`src/rtl/pcie_msi_irq_ctrl.sv`:
```
// Converts per-source interrupt pulses into single-shot MSI requests with coalescing, round-robin
// arbitration and retry/drop. Optional MSI_IRQ_STATS_EN adds saturating event counters.
module pcie_msi_irq_ctrl #(
  parameter int unsigned NUM_VEC   = 32,
  parameter int unsigned MAX_RETRY = 3,
  parameter int unsigned TIMEOUT   = 1023
) (
  input  logic               clk,
  input  logic               rst_n,
  input  logic [NUM_VEC-1:0] irq_req,
  output logic               irq_drop,
  output logic [4:0]         irq_drop_vec,
  input  logic               msi_enable,
  input  logic [2:0]         msi_mmenable,
  output logic [31:0]        cfg_interrupt_msi_int,
  input  logic               cfg_interrupt_msi_sent,
  input  logic               cfg_interrupt_msi_fail,
  output logic [3:0]         cfg_interrupt_msi_select,
  output logic [3:0]         cfg_interrupt_msi_function_number,
  output logic [31:0]        cfg_interrupt_msi_pending_status,
  output logic               cfg_interrupt_msi_pending_status_data_enable,
  output logic [2:0]         cfg_interrupt_msi_attr,
  output logic               cfg_interrupt_msi_tph_present,
  output logic [1:0]         cfg_interrupt_msi_tph_type,
  output logic [8:0]         cfg_interrupt_msi_tph_st_tag
`ifdef MSI_IRQ_STATS_EN
  ,
  output logic [31:0]        stat_sent,
  output logic [31:0]        stat_fail,
  output logic [31:0]        stat_drop
`endif
);

  localparam int unsigned IW = (NUM_VEC > 1) ? $clog2(NUM_VEC) : 1;
  localparam int unsigned TW = (TIMEOUT > 1) ? $clog2(TIMEOUT + 1) : 1;

  localparam logic [1:0] StIdle  = 2'd0;
  localparam logic [1:0] StIssue = 2'd1;
  localparam logic [1:0] StWait  = 2'd2;
  localparam logic [1:0] StGap   = 2'd3;

  logic [1:0]         state_q, state_d;
  logic [4:0]         vec_q, vec_d;
  logic [4:0]         rr_q, rr_d;
  logic [3:0]         retry_q, retry_d;
  logic [TW-1:0]      timer_q, timer_d;
  logic [NUM_VEC-1:0] pending_q, pending_d;
  logic [31:0]        status_q, status_d;
  logic               drop_q, drop_d;
  logic [4:0]         drop_vec_q, drop_vec_d;

  logic [2:0]         mm_eff;
  logic [4:0]         vec_mask;
  logic [4:0]         v_eff;
  logic               arb_found;
  logic [4:0]         arb_vec;
  logic [4:0]         arb_next;
  logic               do_clear;
  logic               do_abort;
  logic               timed_out;
  int                 idx;

  assign mm_eff    = (msi_mmenable > 3'd5) ? 3'd5 : msi_mmenable;
  assign vec_mask  = 5'((6'd1 << mm_eff) - 6'd1);
  assign v_eff     = vec_q & vec_mask;
  assign timed_out = (timer_q == TW'(TIMEOUT));

  // Lowest pending source at or after rr_q, wrapping at NUM_VEC.
  always_comb begin
    arb_found = 1'b0;
    arb_vec   = 5'd0;
    idx       = 0;
    for (int k = 0; k < int'(NUM_VEC); k++) begin
      idx = int'(rr_q) + k;
      if (idx >= int'(NUM_VEC)) idx = idx - int'(NUM_VEC);
      if (!arb_found && pending_q[IW'(idx)]) begin
        arb_found = 1'b1;
        arb_vec   = 5'(idx);
      end
    end
    arb_next = ((int'(arb_vec) + 1) >= int'(NUM_VEC)) ? 5'd0 : arb_vec + 5'd1;
  end

  always_comb begin
    state_d    = state_q;
    vec_d      = vec_q;
    rr_d       = rr_q;
    retry_d    = retry_q;
    timer_d    = timer_q;
    drop_d     = 1'b0;
    drop_vec_d = drop_vec_q;
    do_clear   = 1'b0;
    do_abort   = 1'b0;
    unique case (state_q)
      StIdle: begin
        if (msi_enable && arb_found) begin
          vec_d    = arb_vec;
          rr_d     = arb_next;
          do_clear = 1'b1;
          state_d  = StIssue;
        end
      end
      StIssue: begin
        timer_d = '0;
        state_d = StWait;
      end
      StWait: begin
        if (!msi_enable) begin
          do_abort = 1'b1;
          retry_d  = 4'd0;
          state_d  = StIdle;
        end else if (cfg_interrupt_msi_sent) begin
          retry_d = 4'd0;
          state_d = StIdle;
        end else if (cfg_interrupt_msi_fail || timed_out) begin
          if (retry_q < 4'(MAX_RETRY)) begin
            retry_d = retry_q + 4'd1;
            state_d = StGap;
          end else begin
            drop_d     = 1'b1;
            drop_vec_d = vec_q;
            retry_d    = 4'd0;
            state_d    = StIdle;
          end
        end else begin
          timer_d = timer_q + TW'(1);
        end
      end
      StGap: begin
        if (!msi_enable) begin
          do_abort = 1'b1;
          retry_d  = 4'd0;
          state_d  = StIdle;
        end else begin
          state_d = StIssue;
        end
      end
      default: state_d = StIdle;
    endcase
  end

  // New requests are OR-ed in last so a request coinciding with the arbitration clear survives.
  always_comb begin
    pending_d = pending_q;
    if (do_clear) pending_d[IW'(arb_vec)] = 1'b0;
    if (do_abort) pending_d[IW'(vec_q)] = 1'b1;
    pending_d = pending_d | irq_req;
  end

  always_comb begin
    status_d = 32'd0;
    for (int i = 0; i < int'(NUM_VEC); i++) begin
      if (pending_q[i]) status_d[5'(i) & vec_mask] = 1'b1;
    end
  end

  always_ff @(posedge clk or negedge rst_n) begin
    if (!rst_n) begin
      state_q    <= StIdle;
      vec_q      <= 5'd0;
      rr_q       <= 5'd0;
      retry_q    <= 4'd0;
      timer_q    <= '0;
      pending_q  <= '0;
      status_q   <= 32'd0;
      drop_q     <= 1'b0;
      drop_vec_q <= 5'd0;
    end else begin
      state_q    <= state_d;
      vec_q      <= vec_d;
      rr_q       <= rr_d;
      retry_q    <= retry_d;
      timer_q    <= timer_d;
      pending_q  <= pending_d;
      status_q   <= status_d;
      drop_q     <= drop_d;
      drop_vec_q <= drop_vec_d;
    end
  end

  assign cfg_interrupt_msi_int = (state_q == StIssue) ? (32'd1 << v_eff) : 32'd0;
  assign irq_drop              = drop_q;
  assign irq_drop_vec          = drop_vec_q;
  assign cfg_interrupt_msi_pending_status             = status_q;
  assign cfg_interrupt_msi_select                     = 4'd0;
  assign cfg_interrupt_msi_function_number            = 4'd0;
  assign cfg_interrupt_msi_pending_status_data_enable = 1'b0;
  assign cfg_interrupt_msi_attr                       = 3'd0;
  assign cfg_interrupt_msi_tph_present                = 1'b0;
  assign cfg_interrupt_msi_tph_type                   = 2'd0;
  assign cfg_interrupt_msi_tph_st_tag                 = 9'd0;

`ifdef MSI_IRQ_STATS_EN
  logic        ev_sent;
  logic        ev_fail;
  logic [31:0] stat_sent_q, stat_fail_q, stat_drop_q;

  assign ev_sent = (state_q == StWait) && msi_enable && cfg_interrupt_msi_sent;
  assign ev_fail = (state_q == StWait) && msi_enable && !cfg_interrupt_msi_sent &&
                   (cfg_interrupt_msi_fail || timed_out);

  always_ff @(posedge clk or negedge rst_n) begin
    if (!rst_n) begin
      stat_sent_q <= 32'd0;
      stat_fail_q <= 32'd0;
      stat_drop_q <= 32'd0;
    end else begin
      if (ev_sent && (stat_sent_q != '1)) stat_sent_q <= stat_sent_q + 32'd1;
      if (ev_fail && (stat_fail_q != '1)) stat_fail_q <= stat_fail_q + 32'd1;
      if (drop_d && (stat_drop_q != '1)) stat_drop_q <= stat_drop_q + 32'd1;
    end
  end

  assign stat_sent = stat_sent_q;
  assign stat_fail = stat_fail_q;
  assign stat_drop = stat_drop_q;
`endif

endmodule

```
`config.mk`:
```
export PLATFORM = sky130hd
export DESIGN_NAME = pcie_msi_irq_ctrl
export DESIGN_NICKNAME = d
export VERILOG_FILES = /design/src/rtl/pcie_msi_irq_ctrl.sv
export SDC_FILE = /design/constraint.sdc
export NUM_CORES = 1
export LEC_CHECK = 0
export CAP_MARGIN = 30
export CORE_UTILIZATION = 54
export DETAILED_ROUTE_END_ITERATION = 12
export PLACE_DENSITY = 0.77
export SLEW_MARGIN = 20
export SYNTH_ARGS = -nofsm -noshare
export SYNTH_HDL_FRONTEND = slang
export SYNTH_SLANG_ARGS = --single-unit
```
`constraint.sdc`:
```
create_clock -name clk -period 5.8 [get_ports clk]
set_input_delay 0.87 -clock clk [delete_from_list [all_inputs] [get_ports clk]]
set_output_delay 0.87 -clock clk [all_outputs]
set_load 0.02 [all_outputs]
```
==> impl_metrics.csv, run 1 <==
group,metric,value,unit
run_status,status,"complete, no violations",
global_routing,grt-ovfl-total,0,
logic_synthesis,ys_top_cells_by_area,"dfrtp_1 (18%), mux4_2 (14%), mux2i_1 (7.0%), mux2_2 (5.1%), nor2_1 (4.0%)",
worst_setup_path,r2r_cells,21,
worst_setup_path,cp_data_required_time,6.03,ns
sta,fin_crit_sh,0.980,
sta,final_hold_viol_count,0,
floorplan,fp.dieH,160,um
global_routing,grt_max_degree,74,
logic_synthesis,ys_seq_area_frac,0.179,
worst_setup_path,cp_top_family,"simple AND/OR/NAND/NOR gates",
worst_setup_path,slowest_delay,0.55,ns
cells_and_area,final_util,0.652,
clock_network,clockBufferDepth,2,
cells_and_area,drive_gt1_frac,0.232,
logic_synthesis,synth_edf_count,0,
detailed_routing,vias,14600,
sta,period_minus_slack,5.69,ns
logic_synthesis,synth_top_flop_cell,"dfrtp_1",
logic_synthesis,yosys.area.top_type,"dfrtp_1",
power_and_ir_drop,powerDensity,422,nW/um^2
worst_setup_path,reg2reg_to,"pending_q[24]$_DFF_PN0_",
global_routing,antenna_found_initial,0,
detailed_routing,first_iter_violations,1974,
sta,skew,0.0117,ns
floorplan,start_util,0.551,
worst_setup_path,cp_max_fo,11,
logic_synthesis,mappedNetlistArea,13400,um^2
power_and_ir_drop,leakagePower,0.00587,uW
place,dpl_cell_area,15300,um^2
worst_setup_path,critPathKind,"reg -> reg",
global_routing,grt_pass1_wl,85400,um
detailed_routing,final_antenna_net_count,0,
logic_synthesis,synth_cell_type_count,109,
sta,finalSetupViolCount,0,
cells_and_area,fin_area,15900,um^2
floorplan,io_pins,134,
clock_network,root_buffer,"clkbuf_16",
logic_synthesis,syn_inst,1557,
worst_setup_path,start_kind,"flip-flop",
logic_synthesis,syn_area_per_cell,8.61,um^2
sta,setup_tns,0,ns
sta,finalMaxSlewViolations,0,
clock_network,cts_sinks,96,
clock_network,numCtsBuffers,9,
floorplan,dieArea,25500,um^2
place,place_hpwl,43500,um
detailed_routing,drt_first_pass_iters,7,
logic_synthesis,synthTopCellsByCount,"nor2_1 (142), nand2_1 (135), dfrtp_1 (96)",
clock_network,clk-insertion-delay-late,0.35,ns
hold_path,hold_class,"in -> async",
worst_setup_path,worst-path-buf-inv,4,
logic_synthesis,synth_top_area_share,0.179,
clock_network,tritoncts,"done",
logic_synthesis,yosysMostFrequentCell,"nor2_1",
worst_setup_path,timing.rr.start,"rr_q[1]$_DFFE_PN0P_",
logic_synthesis,ys_seq_elements,96,
sta,whs,0.403,ns
job,maxCapViolCount,0,
cells_and_area,regArea,2410,um^2
worst_setup_path,setup.worst_path.end_class,"flip-flop",
power_and_ir_drop,worst_ir_drop_vdd,0.248,mV
global_routing,first_global_vias,13900,
worst_setup_path,r2r_setup_slack,0.11,ns
place,gp_congestion,1.04,
floorplan,std_cell_rows,57,
clock_network,clk_pin_slew_worst_paths,0.07,ns
clock_network,h-tree-depth,3,
sta,relSlewSlack,0.369,
detailed_routing,drc,0,
detailed_routing,vias_per_cell,7.25,
worst_setup_path,slowest_stage,"mux4_2",
floorplan,die_w,160,um
worst_setup_path,critPathArrivalTime,5.91,ns
worst_setup_path,cp_cell_sequence,"inv_1, ha_4, buf_4, mux2i_1, mux4_2, o211a_2, a31oi_1, a211oi_4, and2_4, buf_4, and3_1, and3_1, nor4b_1, nor3b_2, a2bb2oi_2, inv_1, ha_1, nand2_1, nor2_1, nand3_1, a221o_1",
detailed_routing,wl,57200,um
place,io_buffers,109,
power_and_ir_drop,p_total,6690,uW
cells_and_area,multi_input_area,10300,um^2
cells_and_area,fin_nets,1756,
cells_and_area,fillers,2066,
cells_and_area,n_antenna_cell,0,
global_routing,grt_usage,0.441,
logic_synthesis,async_flop_share,1.00,
detailed_routing,wl_per_cell,28.4,um
logic_synthesis,yosys_warnings,0,
sta,worstMarginPinSlew,0.919,ns
floorplan,core_area,24300,um^2
cells_and_area,area_growth,18.3,%
sta,clock.fmax,0.176,GHz
[kinds of logic after synthesis]
kind of cell,after synthesis,share of synthesized area
mux,248,0.269
flops,96,0.179
compound gates,402,0.213
other cells,1,0.000280
xor+xnor,36,0.0311
buf+inv,195,0.0715
fa+ha+maj,29,0.0271
simple gates,550,0.209
[metal layers]
metal | vias up | wire (um) | track usage
met1 | 6945 | 20500 | 0.546
met4 | 0 | 4630 | 0.287
li1 | 6169 | - | -
met5 | - | 0 | 0
met2 | 1192 | 25500 | 0.703
met3 | 301 | 6620 | 0.0870
[cell usage in the layout (no fill, tap or decap), types with 7 or more instances in the layout]
master / count
a221o_1: 27
clkbuf_16: 10
nand2_1: 134
a21oi_1: 95
o22ai_1: 19
and2_1: 16
conb_1: 24
nand3b_1: 7
or3_1: 12
a211oi_1: 17
and3_1: 17
mux2i_1: 89
a32oi_1: 9
nor4_1: 8
o211ai_1: 21
nand4_1: 25
clkdlybuf4s50_1: 108
nor3_1: 39
nor3b_1: 8
inv_1: 37
xnor2_1: 19
nor2b_1: 13
xor2_1: 8
buf_4: 131
a31oi_1: 10
nand3_1: 51
dfrtp_1: 94
nand2b_1: 23
a311oi_1: 7
mux4_2: 81
a22oi_1: 13
o21ai_0: 67
nor2_1: 138
ha_1: 24
mux2_2: 61
[layout make-up]
class,instances,share of cell area
Inverter,41,0.00994
Tap cell,324,0.0256
Clock buffer,11,0.0153
Timing Repair Buffer,249,0.143
Clock inverter,4,0.00339
Multi-Input combinational cell,1290,0.651
Sequential cell,96,0.152
[repair_timing]
action                     in CTS  in global routing
cloned                          0                  2
hold buffers                    0                  0
hold endpoints to repair        0                  0
gates resized for setup         2                 35
setup buffers                   0                  7
pin swaps                       0                  7
setup endpoints to repair       3                 34
[metrics by stage]
stage | setup slack, ns | instances
after detailed placement | 0.0120 | 1990
after CTS | 0.0129 | 2005
after global routing | -0.0230 | 2015
after global placement | 0.0661 | 1990
final | 0.113 | 2015
after floorplan | -0.0151 | 1580
[sequential cells by signal, summed over array words and instances, names as in the netlist]
| register | flops |
|---|---|
| retry_q | 4 |
| cfg_interrupt_msi_pending_status | 32 |
| vec_q | 5 |
| pending_q | 32 |
| state_q | 2 |
| timer_q | 10 |
| irq_drop | 1 |
| rr_q | 5 |
| irq_drop_vec | 5 |
[where the power goes]
| part | internal, uW | switching (uW) | total (uW) |
|---|---|---|---|
| Sequential | 743 | 159 | 901 |
| Clock | 345 | 257 | 603 |
| Combinational | 1990 | 3190 | 5180 |
| Total | 3080 | 3600 | 6690 |
[worst max-delay path by stage]
stage,from,endpoint,slack (ns),depth (start not counted)
2_1_floorplan,rr_q[2]$_DFFE_PN0P_,pending_q[24]$_DFF_PN0_,-0.02,26
5_1_grt,rr_q[1]$_DFFE_PN0P_,pending_q[27]$_DFF_PN0_,-0.02,20
3_3_place_gp,rr_q[1]$_DFFE_PN0P_,pending_q[24]$_DFF_PN0_,0.07,21
3_5_place_dp,rr_q[1]$_DFFE_PN0P_,pending_q[24]$_DFF_PN0_,0.01,21
4_1_cts,rr_q[1]$_DFFE_PN0P_,pending_q[24]$_DFF_PN0_,0.01,23
6_report,rr_q[1]$_DFFE_PN0P_,pending_q[24]$_DFF_PN0_,0.11,21
Power figures use the tool's default switching activity.
==> run 2, diff against run 1 <==
--- a/config.mk
+++ b/config.mk
@@ -9,6 +9,7 @@
 export CORE_UTILIZATION = 54
 export DETAILED_ROUTE_END_ITERATION = 12
 export PLACE_DENSITY = 0.77
+export SKIP_LAST_GASP = 1
 export SLEW_MARGIN = 20
 export SYNTH_ARGS = -nofsm -noshare
 export SYNTH_HDL_FRONTEND = slang
==> results of run 2 <==
The final DEF is identical to that of run 1; final timing and power are the same.
==> run 3, diff against run 2 <==
--- a/config.mk
+++ b/config.mk
@@ -8,9 +8,10 @@
 export CAP_MARGIN = 30
 export CORE_UTILIZATION = 54
 export DETAILED_ROUTE_END_ITERATION = 12
-export PLACE_DENSITY = 0.77
+export PLACE_DENSITY_LB_ADDON = 0.25
 export SKIP_LAST_GASP = 1
 export SLEW_MARGIN = 20
 export SYNTH_ARGS = -nofsm -noshare
 export SYNTH_HDL_FRONTEND = slang
 export SYNTH_SLANG_ARGS = --single-unit
+export TNS_END_PERCENT = 50
==> run 3 against run 2 <==
Non-clock buffer count grew 9. Largest power group unchanged. Sequential share of layout area grew 0.072 points. Sequential power shrank 0.4%. Maximum frequency is essentially flat. Critical path depth is the same. Register-to-register slack is essentially flat. Wire length shrank 3.5%. Setup slack lost 0.0019 ns. Critical path type unchanged. Global-route usage shrank 1.3 points.
==> impl_metrics.csv, run 3 (same netlist as run 1, synthesis figures left out) <==
group,metric,value,unit
run_status,status,"complete, no violations",
cells_and_area,fin_nets,1764,
detailed_routing,final_antenna_net_count,0,
cells_and_area,drive_gt1_frac,0.231,
cells_and_area,fillers,2025,
detailed_routing,vias_per_cell,7.08,
hold_path,hold_class,"in -> async",
clock_network,hold_buffers,0,
clock_network,clk-insertion-delay-late,0.35,ns
cells_and_area,layout_commonest_cell,"buf_4",
worst_setup_path,critPathKind,"reg -> reg",
cells_and_area,final_cell_mix,"buf_4 (142), nor2_1 (141), nand2_1 (135)",
worst_setup_path,cp_max_fo,8,
detailed_routing,drc,0,
cells_and_area,area_growth,17.8,%
cells_and_area,fin_area,15800,um^2
floorplan,start_util,0.551,
sta,rsz0062_at_grt,"yes",
detailed_routing,vias,14300,
detailed_routing,wl_per_cell,27.3,um
place,dpl_cell_area,15300,um^2
clock_network,cts_sinks,96,
worst_setup_path,critPathMostFrequentCell,"nand2_1",
worst_setup_path,setup.worst_path.end_class,"flip-flop",
floorplan,std_cell_rows,57,
detailed_routing,wl,55200,um
clock_network,root_buffer,"clkbuf_16",
sta,period_minus_slack,5.69,ns
sta,setup_ws,0.111,ns
place,io_buffers,109,
global_routing,antenna_found_initial,0,
job,maxCapViolCount,0,
worst_setup_path,cp_cell_sequence,"ha_1, buf_4, xnor2_2, buf_4, nor3_1, a211oi_1, buf_4, mux4_2, nor2_4, nand2_1, or3_1, or2_2, a311oi_1, nand2_1, and2_1, inv_1, ha_1, nand2_1, nor2_1, nand2_1, a221o_1",
power_and_ir_drop,worst_ir_drop_vdd,0.301,mV
floorplan,die_w,160,um
sta,fin_crit_sh,0.981,
cells_and_area,final_util,0.650,
global_routing,grt_pass1_wl,82700,um
clock_network,clockBufferDepth,2,
worst_setup_path,cp_data_required_time,6.03,ns
worst_setup_path,slowest_stage,"mux4_2",
worst_setup_path,r2r_setup_slack,0.11,ns
power_and_ir_drop,leakagePower,0.00588,uW
sta,finalMaxSlewViolations,0,
global_routing,grt_max_degree,65,
clock_network,tritoncts,"done",
sta,finalSetupViolCount,0,
global_routing,first_global_vias,13300,
place,post-place-ws,-0.0516,ns
floorplan,dieArea,25500,um^2
sta,skew,0.0107,ns
sta,clock.fmax,0.176,GHz
sta,worstMarginPinSlew,0.965,ns
cells_and_area,n_antenna_cell,0,
global_routing,grt-ovfl-total,0,
power_and_ir_drop,powerDensity,419,nW/um^2
detailed_routing,drt_first_pass_iters,7,
worst_setup_path,cp_top_family,"simple AND/OR/NAND/NOR gates",
power_and_ir_drop,p_total,6620,uW
worst_setup_path,slowest_delay,0.62,ns
place,place_hpwl,41900,um
sta,final_hold_viol_count,0,
clock_network,numCtsBuffers,9,
sta,whs,0.446,ns
floorplan,fp.dieH,160,um
worst_setup_path,cp_num_cells,21,
floorplan,io_pins,134,
worst_setup_path,start_kind,"flip-flop",
clock_network,h-tree-depth,3,
detailed_routing,first_iter_violations,2332,
floorplan,core_area,24300,um^2
clock_network,clk_pin_slew_worst_paths,0.07,ns
sta,relSlewSlack,0.356,
global_routing,grt_usage,0.428,
worst_setup_path,critPathArrivalTime,5.92,ns
worst_setup_path,r2r_cells,21,
worst_setup_path,worst-path-buf-inv,4,
place,gp_congestion,1.09,
==> run 3: routing by layer <==
layer / vias to the layer above / global-route usage / part of all wire
li1: 6180 / - / -
met1: 6718 / 0.553 / 0.37
met2: 1143 / 0.667 / 0.44
met3: 273 / 0.0776 / 0.12
met4: 0 / 0.260 / 0.075
met5: - / 0 / 0
==> run 3: where the power goes <==
group	leakage (uW)	switching (uW)	total, uW	internal [uW]
Sequential	0.00108	154	897	742
Clock	0.000128	277	574	296
Combinational	0.00467	3140	5150	2020
Total	0.00588	3570	6620	3050
==> run 3: cell type report <==
type,count,area [um^2],area share
Inverter,41,158,0.00998
Sequential cell,96,2410,0.152
Tap cell,324,405,0.0257
Clock inverter,6,53.8,0.00341
Clock buffer,9,225,0.0143
Multi-Input combinational cell,1289,10300,0.650
Timing Repair Buffer,258,2280,0.145
==> run 3: what timing repair did <==
item | in CTS | in global routing
gates resized for setup | 1 | 26
setup endpoints to repair | 7 | 36
pin swaps | 0 | 7
buffers inserted | 0 | 10
==> run 3: path summary, 6_finish.rpt <==
check                                       startpoint                                             to
worst max-delay path               rr_q[1]$_DFFE_PN0P_                         pending_q[1]$_DFF_PN0_
max in group asynchronous                        rst_n                            rr_q[1]$_DFFE_PN0P_
worst min-delay path                             rst_n  cfg_interrupt_msi_pending_status[7]$_DFF_PN0_
worst min register to register  retry_q[3]$_DFFE_PN0P_                         retry_q[3]$_DFFE_PN0P_
min in group clk                retry_q[3]$_DFFE_PN0P_                         retry_q[3]$_DFFE_PN0P_
worst max register to register     rr_q[1]$_DFFE_PN0P_                         pending_q[1]$_DFF_PN0_
==> run 3: through the flow <==
step	instances	setup TNS (ns)
2_1_floorplan	1580	-0.0151
3_3_place_gp	1998	-0.694
3_5_place_dp	1998	-0.124
4_1_cts	2013	0
5_1_grt	2023	-0.0450
6_report	2023	0
